**src/rtl/multiplier_seq_pkg.sv**
```systemverilog
// Shared encodings for the sequential arithmetic blocks (state codes used by
// multiplier_seq and its siblings).
package multiplier_seq_pkg;

  localparam logic [1:0] ST_IDLE = 2'd0;
  localparam logic [1:0] ST_CALC = 2'd1;
  localparam logic [1:0] ST_DONE = 2'd2;

endpackage

```
**src/rtl/adder_nbit.sv**
```systemverilog
// Ripple-carry n-bit adder with carry-in tied low; IMPL_TYPE selects the
// full-adder cell carry formulation (0: generate/propagate, 1: majority).
module adder_nbit #(
  parameter int WIDTH     = 8,
  parameter int IMPL_TYPE = 0
) (
  input  logic [WIDTH-1:0] A,
  input  logic [WIDTH-1:0] B,
  output logic [WIDTH-1:0] Sum
);

  logic [WIDTH-1:0] w_carry;

  assign w_carry[0] = 1'b0;

  for (genvar i = 0; i < WIDTH; i++) begin : g_bit
    logic w_p;
    assign w_p    = A[i] ^ B[i];
    assign Sum[i] = w_p ^ w_carry[i];
    // The carry out of the top cell lands in the caller's extra Sum bit, so it
    // is never generated here.
    if (i < WIDTH - 1) begin : g_carry
      if (IMPL_TYPE == 0) begin : g_gp
        assign w_carry[i+1] = (A[i] & B[i]) | (w_p & w_carry[i]);
      end else begin : g_maj
        assign w_carry[i+1] = (A[i] & B[i]) | (A[i] & w_carry[i]) | (B[i] & w_carry[i]);
      end
    end
  end

endmodule

```
**src/rtl/multiplier_seq.sv**
```systemverilog
// Unsigned shift-and-add multiplier: one partial-product add per clock,
// WIDTH add/shift cycles per operation, valid/ready on both sides.
module multiplier_seq
  import multiplier_seq_pkg::*;
#(
  parameter int WIDTH     = 32,
  parameter int IMPL_TYPE = 0
) (
  input  logic                 clk,
  input  logic                 rst,
  input  logic                 in_valid,
  output logic                 in_ready,
  input  logic [WIDTH-1:0]     A,
  input  logic [WIDTH-1:0]     B,
  output logic                 out_valid,
  input  logic                 out_ready,
  output logic [2*WIDTH-1:0]   Product
);

  localparam int CNT_W = $clog2(WIDTH);
  localparam logic [CNT_W-1:0] CNT_LAST = CNT_W'(WIDTH - 1);

  logic [1:0]       r_state;
  logic [WIDTH-1:0] r_mcand;
  logic [WIDTH-1:0] r_hi;
  logic [WIDTH-1:0] r_lo;
  logic [CNT_W-1:0] r_cnt;
  logic [WIDTH:0]   w_sum;

  // Widened by one bit so the accumulator carry is kept and shifted back in.
  adder_nbit #(
    .WIDTH     (WIDTH + 1),
    .IMPL_TYPE (IMPL_TYPE)
  ) u_acc_add (
    .A   ({1'b0, r_hi}),
    .B   ({1'b0, r_mcand}),
    .Sum (w_sum)
  );

  assign in_ready  = (r_state == ST_IDLE);
  assign out_valid = (r_state == ST_DONE);
  assign Product   = {r_hi, r_lo};

  always_ff @(posedge clk) begin
    if (rst) begin
      r_state <= ST_IDLE;
      r_hi    <= '0;
      r_lo    <= '0;
      r_cnt   <= '0;
    end else begin
      case (r_state)
        ST_IDLE: begin
          if (in_valid) begin
            r_lo    <= B;
            r_hi    <= '0;
            r_cnt   <= '0;
            r_state <= ST_CALC;
          end
        end
        ST_CALC: begin
          if (r_lo[0]) begin
            r_hi <= w_sum[WIDTH:1];
            r_lo <= {w_sum[0], r_lo[WIDTH-1:1]};
          end else begin
            r_hi <= {1'b0, r_hi[WIDTH-1:1]};
            r_lo <= {r_hi[0], r_lo[WIDTH-1:1]};
          end
          r_cnt <= r_cnt + CNT_W'(1);
          if (r_cnt == CNT_LAST) begin
            r_state <= ST_DONE;
          end
        end
        ST_DONE: begin
          if (out_ready) begin
            r_state <= ST_IDLE;
          end
        end
        default: r_state <= ST_IDLE;
      endcase
    end
  end

  // Multiplicand is pure data; it only needs to be valid once an operation starts.
  always_ff @(posedge clk) begin
    if (r_state == ST_IDLE && in_valid) begin
      r_mcand <= A;
    end
  end

endmodule

```
**config.mk**
```make
export PLATFORM = sky130hd
export DESIGN_NAME = multiplier_seq
export DESIGN_NICKNAME = d
export VERILOG_FILES = /design/src/rtl/multiplier_seq_pkg.sv /design/src/rtl/adder_nbit.sv /design/src/rtl/multiplier_seq.sv
export SDC_FILE = /design/constraint.sdc
export NUM_CORES = 1
export LEC_CHECK = 0
export ABC_CLOCK_PERIOD_IN_PS = 13400
export CORE_ASPECT_RATIO = 0.75
export CORE_MARGIN = 5
export CORE_UTILIZATION = 44
export DETAILED_ROUTE_END_ITERATION = 6
export HOLD_SLACK_MARGIN = 0.08
export PLACE_DENSITY = 0.73
export SETUP_SLACK_MARGIN = 0.3
export SLEW_MARGIN = 20
export SYNTH_ARGS = -nofsm -noshare
export SYNTH_HDL_FRONTEND = slang
export SYNTH_SLANG_ARGS = --single-unit
```
**constraint.sdc**
```tcl
create_clock -name clk -period 13.4 [get_ports clk]
set_input_delay 2.01 -clock clk [delete_from_list [all_inputs] [get_ports clk]]
set_output_delay 2.01 -clock clk [all_outputs]
set_load 0.02 [all_outputs]
```
==> results_dict.tcl, run 1 <==
set metrics [dict create \
    cts_tree "done" \
    grt_util_met1_pct 21.5 \
    setup_viol 0 \
    critical-path-slowest-cell "fa_1" \
    clock_path_buffers 2 \
    path_common_cell "fa_1" \
    critical_path_class "register to register" \
    critical_path_arrival_ps 12990 \
    synth-async-reset-ratio_pct 0 \
    dpl.cell_count 668 \
    p_leak_nw 2.48 \
    fin_worst_skew_ps 7.94 \
    rsz0062_at_grt "false" \
    antenna_found_initial 0 \
    clkTransAtPathRegs_ps 70 \
    initial_utilization_pct 45.0 \
    synth-main-ff-cell "dfxtp_1" \
    maxSlewHeadroom_pct 37.8 \
    drt-wirelength-per-cell_um 16.0 \
    yosysWarnings 0 \
    synth_nets 526 \
    die_h_um 102 \
    pre_cts_slack_ps -43.4 \
    synth-seq-cells 103 \
    yosysTopAreaCell "dfxtp_1" \
    io_buffers 133 \
    grt_pass1_wl_um 18200 \
    drc 0 \
    drive_gt1_share_pct 15.4 \
    postLayoutCellArea_um2 6610 \
    drtAntennaViolNets 0 \
    clock-root-buffer "clkbuf_16" \
    cp_max_fo 1 \
    fmax_mhz 78.1 \
    fp.dieArea_um2 13400 \
    h-tree-depth 3 \
    grt.overflow.total 0 \
    use_met2_pct 27.2 \
    peakVddDrop_mv 0.0563 \
    syn_area_um2 4920 \
    avgSynthCellArea_um2 11.6 \
    wl_um 10900 \
    postCtsSetupBuffers 0 \
    synth_most_common_cell "dfxtp_1" \
    numCtsBuffers 9 \
    yosys-top-cells-count "dfxtp_1, nor2_1, a22oi_1" \
    cap_violations 0 \
    via_per_inst 5.27 \
    die_width_um 132 \
    fin_ws_ps 599 \
    grt_max_degree 74 \
    clock_sinks 103 \
    nNetsFinal 641 \
    ys_seq_area_share_pct 48.4 \
    hold_slack_ps 510 \
    hold_class "register to register" \
    placed_cell_area_um2 6280 \
    synth_edf_count 32 \
    clock_latency_ps 340 \
    power_uw 738 \
    met3_usage_pct 4.02 \
    required_ps 13590 \
    vias 3604 \
    worst_slew_pin_slew_ps 933 \
    slowest_delay_ps 430 \
    synth_area_leaders "dfxtp_1, edfxtp_1, fa_1, a211oi_2, a22oi_1" \
    worst_setup_path_start_kind "register" \
    gp_congestion 0.776 \
    grt-busiest-layer "met2" \
    num_rows 33 \
    hpwl_um 7550 \
    grtUsageTotal_pct 16.5 \
    period_share_pct 95.5 \
    endpoint_kind "register" \
    status "complete, no violations" \
    synth_top_area_share_pct 28.9 \
    core_um2 10900 \
    synth_cell_types 36 \
    antenna_cells 0 \
    first_global_vias 3678 \
    syn_inst 424 \
    dr.pass1.iters 4 \
    first_iter_violations 242 \
    syn_to_final_growth_pct 34.3 \
    p_per_area_nw_per_um2 112 \
    ios 134 \
    finalHoldViolCount 0 \
    fin_cells 684 \
    min_period_ps 12800 \
    drv_slew 0 \
]
path summary, 6_finish.rpt:
kind                    startpoint                    end  slack [ps]  cells past startpoint
min reg2reg  r_cnt[0]$_SDFFE_PP0P_  r_cnt[0]$_SDFFE_PP0P_         510                      1
max reg2reg   r_mcand[0]$_DFFE_PP_  r_hi[30]$_SDFFE_PP0P_         600                     35
max           r_mcand[0]$_DFFE_PP_  r_hi[30]$_SDFFE_PP0P_         600                     35
min          r_cnt[0]$_SDFFE_PP0P_  r_cnt[0]$_SDFFE_PP0P_         510                      1
layout by cell type (no fill, tap or decap), types with 4 or more instances in the layout:
cell	Yosys	layout
edfxtp_1	32	32
nand2_1	32	32
dfxtp_1	71	70
buf_4	6	6
a22oi_1	34	34
mux2_1	14	14
fa_2	0	14
a211oi_1	4	4
clkdlybuf4s50_1	0	132
a21oi_1	32	32
mux2_2	17	17
a211oi_2	28	28
clkbuf_16	0	9
fa_1	31	17
nor2_1	68	68
metal layers:
layer	wire, um	part of all wire (%)
met5	0	0
met2	5400	49
met1	4860	44
met3	508	4.7
met4	160	1.5
report_power, final:
part / internal [mW] / switching (mW) / leakage, nW / total (mW)
Clock: 0.145 / 0.114 / 0.139 / 0.259
Sequential: 0.340 / 0.0173 / 0.887 / 0.357
Combinational: 0.0625 / 0.0601 / 1.45 / 0.123
sequential cells by signal (all words and copies together) (netlist names):
register  cells
r_cnt         5
r_hi         32
r_lo         32
r_mcand      32
r_state       2
critical path: cells and delay by family (launching register included):
| family | cells | cell delay [ps] |
|---|---|---|
| compound gates | 1 | 160 |
| simple gates | 1 | 60 |
| flops | 1 | 370 |
| mux | 1 | 270 |
| fa+ha+maj | 32 | 11780 |
area by class of cell:
cell class	instances	area, um^2
Fill cell	877	4330
Sequential cell	103	2380
Multi-Input combinational cell	284	2380
Timing Repair Buffer	139	1370
Clock buffer	9	225
Tap cell	140	175
Clock inverter	7	71.3
Inverter	2	7.51
stage by stage:
step | TNS [ps] | util (%)
3_3_place_gp | 0 | 57.4
3_5_place_dp | -43.4 | 57.4
6_report | 0 | 60.4
4_1_cts | 0 | 60.3
2_1_floorplan | 0 | -
5_1_grt | 0 | 60.4
logic make-up after synthesis:
logic type / count (synthesis) / synth area share, %
and+or+nand+nor: 114 / 9.41
AOI/OAI and AO/OA: 103 / 17.1
adders and majority gates: 34 / 13.4
muxes: 33 / 7.50
DFF: 103 / 48.4
buffers and inverters: 37 / 4.22
what timing repair did:
item	4_1_cts	5_1_grt
endpoints found under the setup margin	2	2
resized for setup	8	6
hold buffers	0	0
gates cloned	0	0
(Power assumes the default switching activity.)
==> run 2: changes to the inputs <==
--- a/config.mk
+++ b/config.mk
@@ -5,13 +5,13 @@
 export SDC_FILE = /design/constraint.sdc
 export NUM_CORES = 1
 export LEC_CHECK = 0
-export ABC_CLOCK_PERIOD_IN_PS = 13400
+export ABC_CLOCK_PERIOD_IN_PS = 15800
 export CORE_ASPECT_RATIO = 0.75
 export CORE_MARGIN = 5
-export CORE_UTILIZATION = 44
+export CORE_UTILIZATION = 50
 export DETAILED_ROUTE_END_ITERATION = 6
 export HOLD_SLACK_MARGIN = 0.08
-export PLACE_DENSITY = 0.73
+export PLACE_DENSITY = 0.78
 export SETUP_SLACK_MARGIN = 0.3
 export SLEW_MARGIN = 20
 export SYNTH_ARGS = -nofsm -noshare
==> constraint.sdc (replaced) <==
create_clock -name clk -period 15.8 [get_ports clk]
set_input_delay 2.37 -clock clk [delete_from_list [all_inputs] [get_ports clk]]
set_output_delay 2.37 -clock clk [all_outputs]
set_load 0.02 [all_outputs]
==> run 2 against run 1 <==
- die area is 11% lower
- sequential power fell by 15%
- clock skew down 2.4 ps
- critical endpoint unchanged
- largest cell class unchanged
==> results_dict.tcl, run 2 (same netlist as run 1, synthesis figures left out) <==
set metrics [dict create \
    startpoint "r_mcand[0]$_DFFE_PP_" \
    worst_setup_path_start_kind "register" \
    gp_congestion 0.748 \
    ios 134 \
    path_common_cell "fa_1" \
    cap_violations 0 \
    vias 3610 \
    placed_cell_area_um2 6270 \
    grt.overflow.total 0 \
    dr.pass1.iters 4 \
    clock_path_buffers 2 \
    critical_path_class "register to register" \
    fp.dieArea_um2 11900 \
    io_buffers 133 \
    cp_max_fo 1 \
    status "complete, no violations" \
    endpoint_kind "register" \
    path_buf_inv 0 \
    fmax_mhz 73.9 \
    clock_sinks 103 \
    hpwl_um 7900 \
    syn_to_final_growth_pct 33.2 \
    tns_ps 0 \
    critical_path_arrival_ps 13730 \
    r2r-start "r_mcand[0]$_DFFE_PP_" \
    clock-root-buffer "clkbuf_16" \
    antenna_found_initial 0 \
    finalHoldViolCount 0 \
    cts_tree "done" \
    initial_utilization_pct 51.2 \
    wl_um 11400 \
    drt-wirelength-per-cell_um 16.8 \
    fin_worst_skew_ps 5.56 \
    antenna_cells 0 \
    grtUsageTotal_pct 19.5 \
    die_width_um 125 \
    clock_latency_ps 350 \
    layout_commonest_cell "clkdlybuf4s50_1" \
    layout_common_cells "clkdlybuf4s50_1, dfxtp_1, nor2_1" \
    peakVddDrop_mv 0.0643 \
    clkTransAtPathRegs_ps 70 \
    postLayoutCellArea_um2 6560 \
    min_period_ps 13520 \
    maxSlewHeadroom_pct 36.9 \
    p_per_area_nw_per_um2 95.4 \
    drive_gt1_share_pct 12.7 \
    power_uw 625 \
    hold_class "register to register" \
    worst_slew_pin_slew_ps 947 \
    required_ps 16000 \
    first_iter_violations 269 \
    p_leak_nw 2.50 \
    num_rows 31 \
    grt_max_degree 74 \
    period_share_pct 85.6 \
    postCtsSetupBuffers 0 \
    min_from "r_cnt[3]$_SDFFE_PP0P_" \
    drtAntennaViolNets 0 \
    setup_viol 0 \
    nNetsFinal 641 \
    biggestRegsByFlops "r_hi x32, r_lo x32, r_mcand x32" \
    drv_slew 0 \
    die_h_um 95.9 \
    rsz0062_at_grt "false" \
    grt_pass1_wl_um 18600 \
    critical-path-slowest-cell "fa_1" \
    via_per_inst 5.34 \
    postCtsHoldBufs 0 \
    slowest_delay_ps 440 \
    core_um2 9620 \
    h-tree-depth 3 \
    drc 0 \
    ctsResizeCount 0 \
    crit_family "adder cells" \
    numCtsBuffers 9 \
    first_global_vias 3783 \
]
## run 2: cell count changes in the layout (fill, tap and decap cells not counted), sizes merged
cell	previous run	this run
clkinv	3	5
clkinvlp	2	0
clkbuf	9	10
inv	3	2
## run 2: per-stage QoR
stage	instances	setup slack (ps)	hold WS [ps]	util, %
after floorplan	424	2810	466	-
after global placement	660	2580	486	65.2
after detailed placement	660	2330	500	65.2
after CTS	676	2230	506	68.2
after global routing	676	1860	539	68.2
final	676	2280	510	68.2
## run 2: worst register-to-register path, delay by kind of cell, from the launching register on
family                   cells  cell delay (ps)
AO/OA/AOI/OAI                1              150
flip-flops                   1              360
AND/OR/NAND/NOR              1               60
adder cells (fa/ha/maj)     32            12540
multiplexers                 1              270
## run 2: final cells by class
class / count / area (um^2)
Fill cell: 751 / 3060
Sequential cell: 103 / 2380
Multi-Input combinational cell: 284 / 2340
Timing Repair Buffer: 139 / 1370
Clock buffer: 10 / 229
Tap cell: 132 / 165
Clock inverter: 6 / 61.3
Inverter: 2 / 7.51
## run 2: where the power goes
part / switching (mW) / leakage [nW] / total (mW) / internal [mW]
sequential: 0.0147 / 0.887 / 0.303 / 0.288
combinational: 0.0514 / 1.47 / 0.104 / 0.0528
clock: 0.0961 / 0.144 / 0.218 / 0.122
total: 0.162 / 2.50 / 0.625 / 0.463
## run 2: final timing paths
check | depth (start not counted) | endpoint | slack (ps)
max | 35 | r_hi[30]$_SDFFE_PP0P_ | 2280
min | 2 | r_cnt[3]$_SDFFE_PP0P_ | 510
min reg2reg | 2 | r_cnt[3]$_SDFFE_PP0P_ | 510
max reg2reg | 35 | r_hi[30]$_SDFFE_PP0P_ | 2280
## run 2: layer usage
layer	share of wire, %	track usage, %	vias up
li1	-	-	1738
met4	1.3	6.20	0
met1	44	24.1	1775
met3	4.9	5.88	14
met2	50	33.2	83
met5	0	0	-
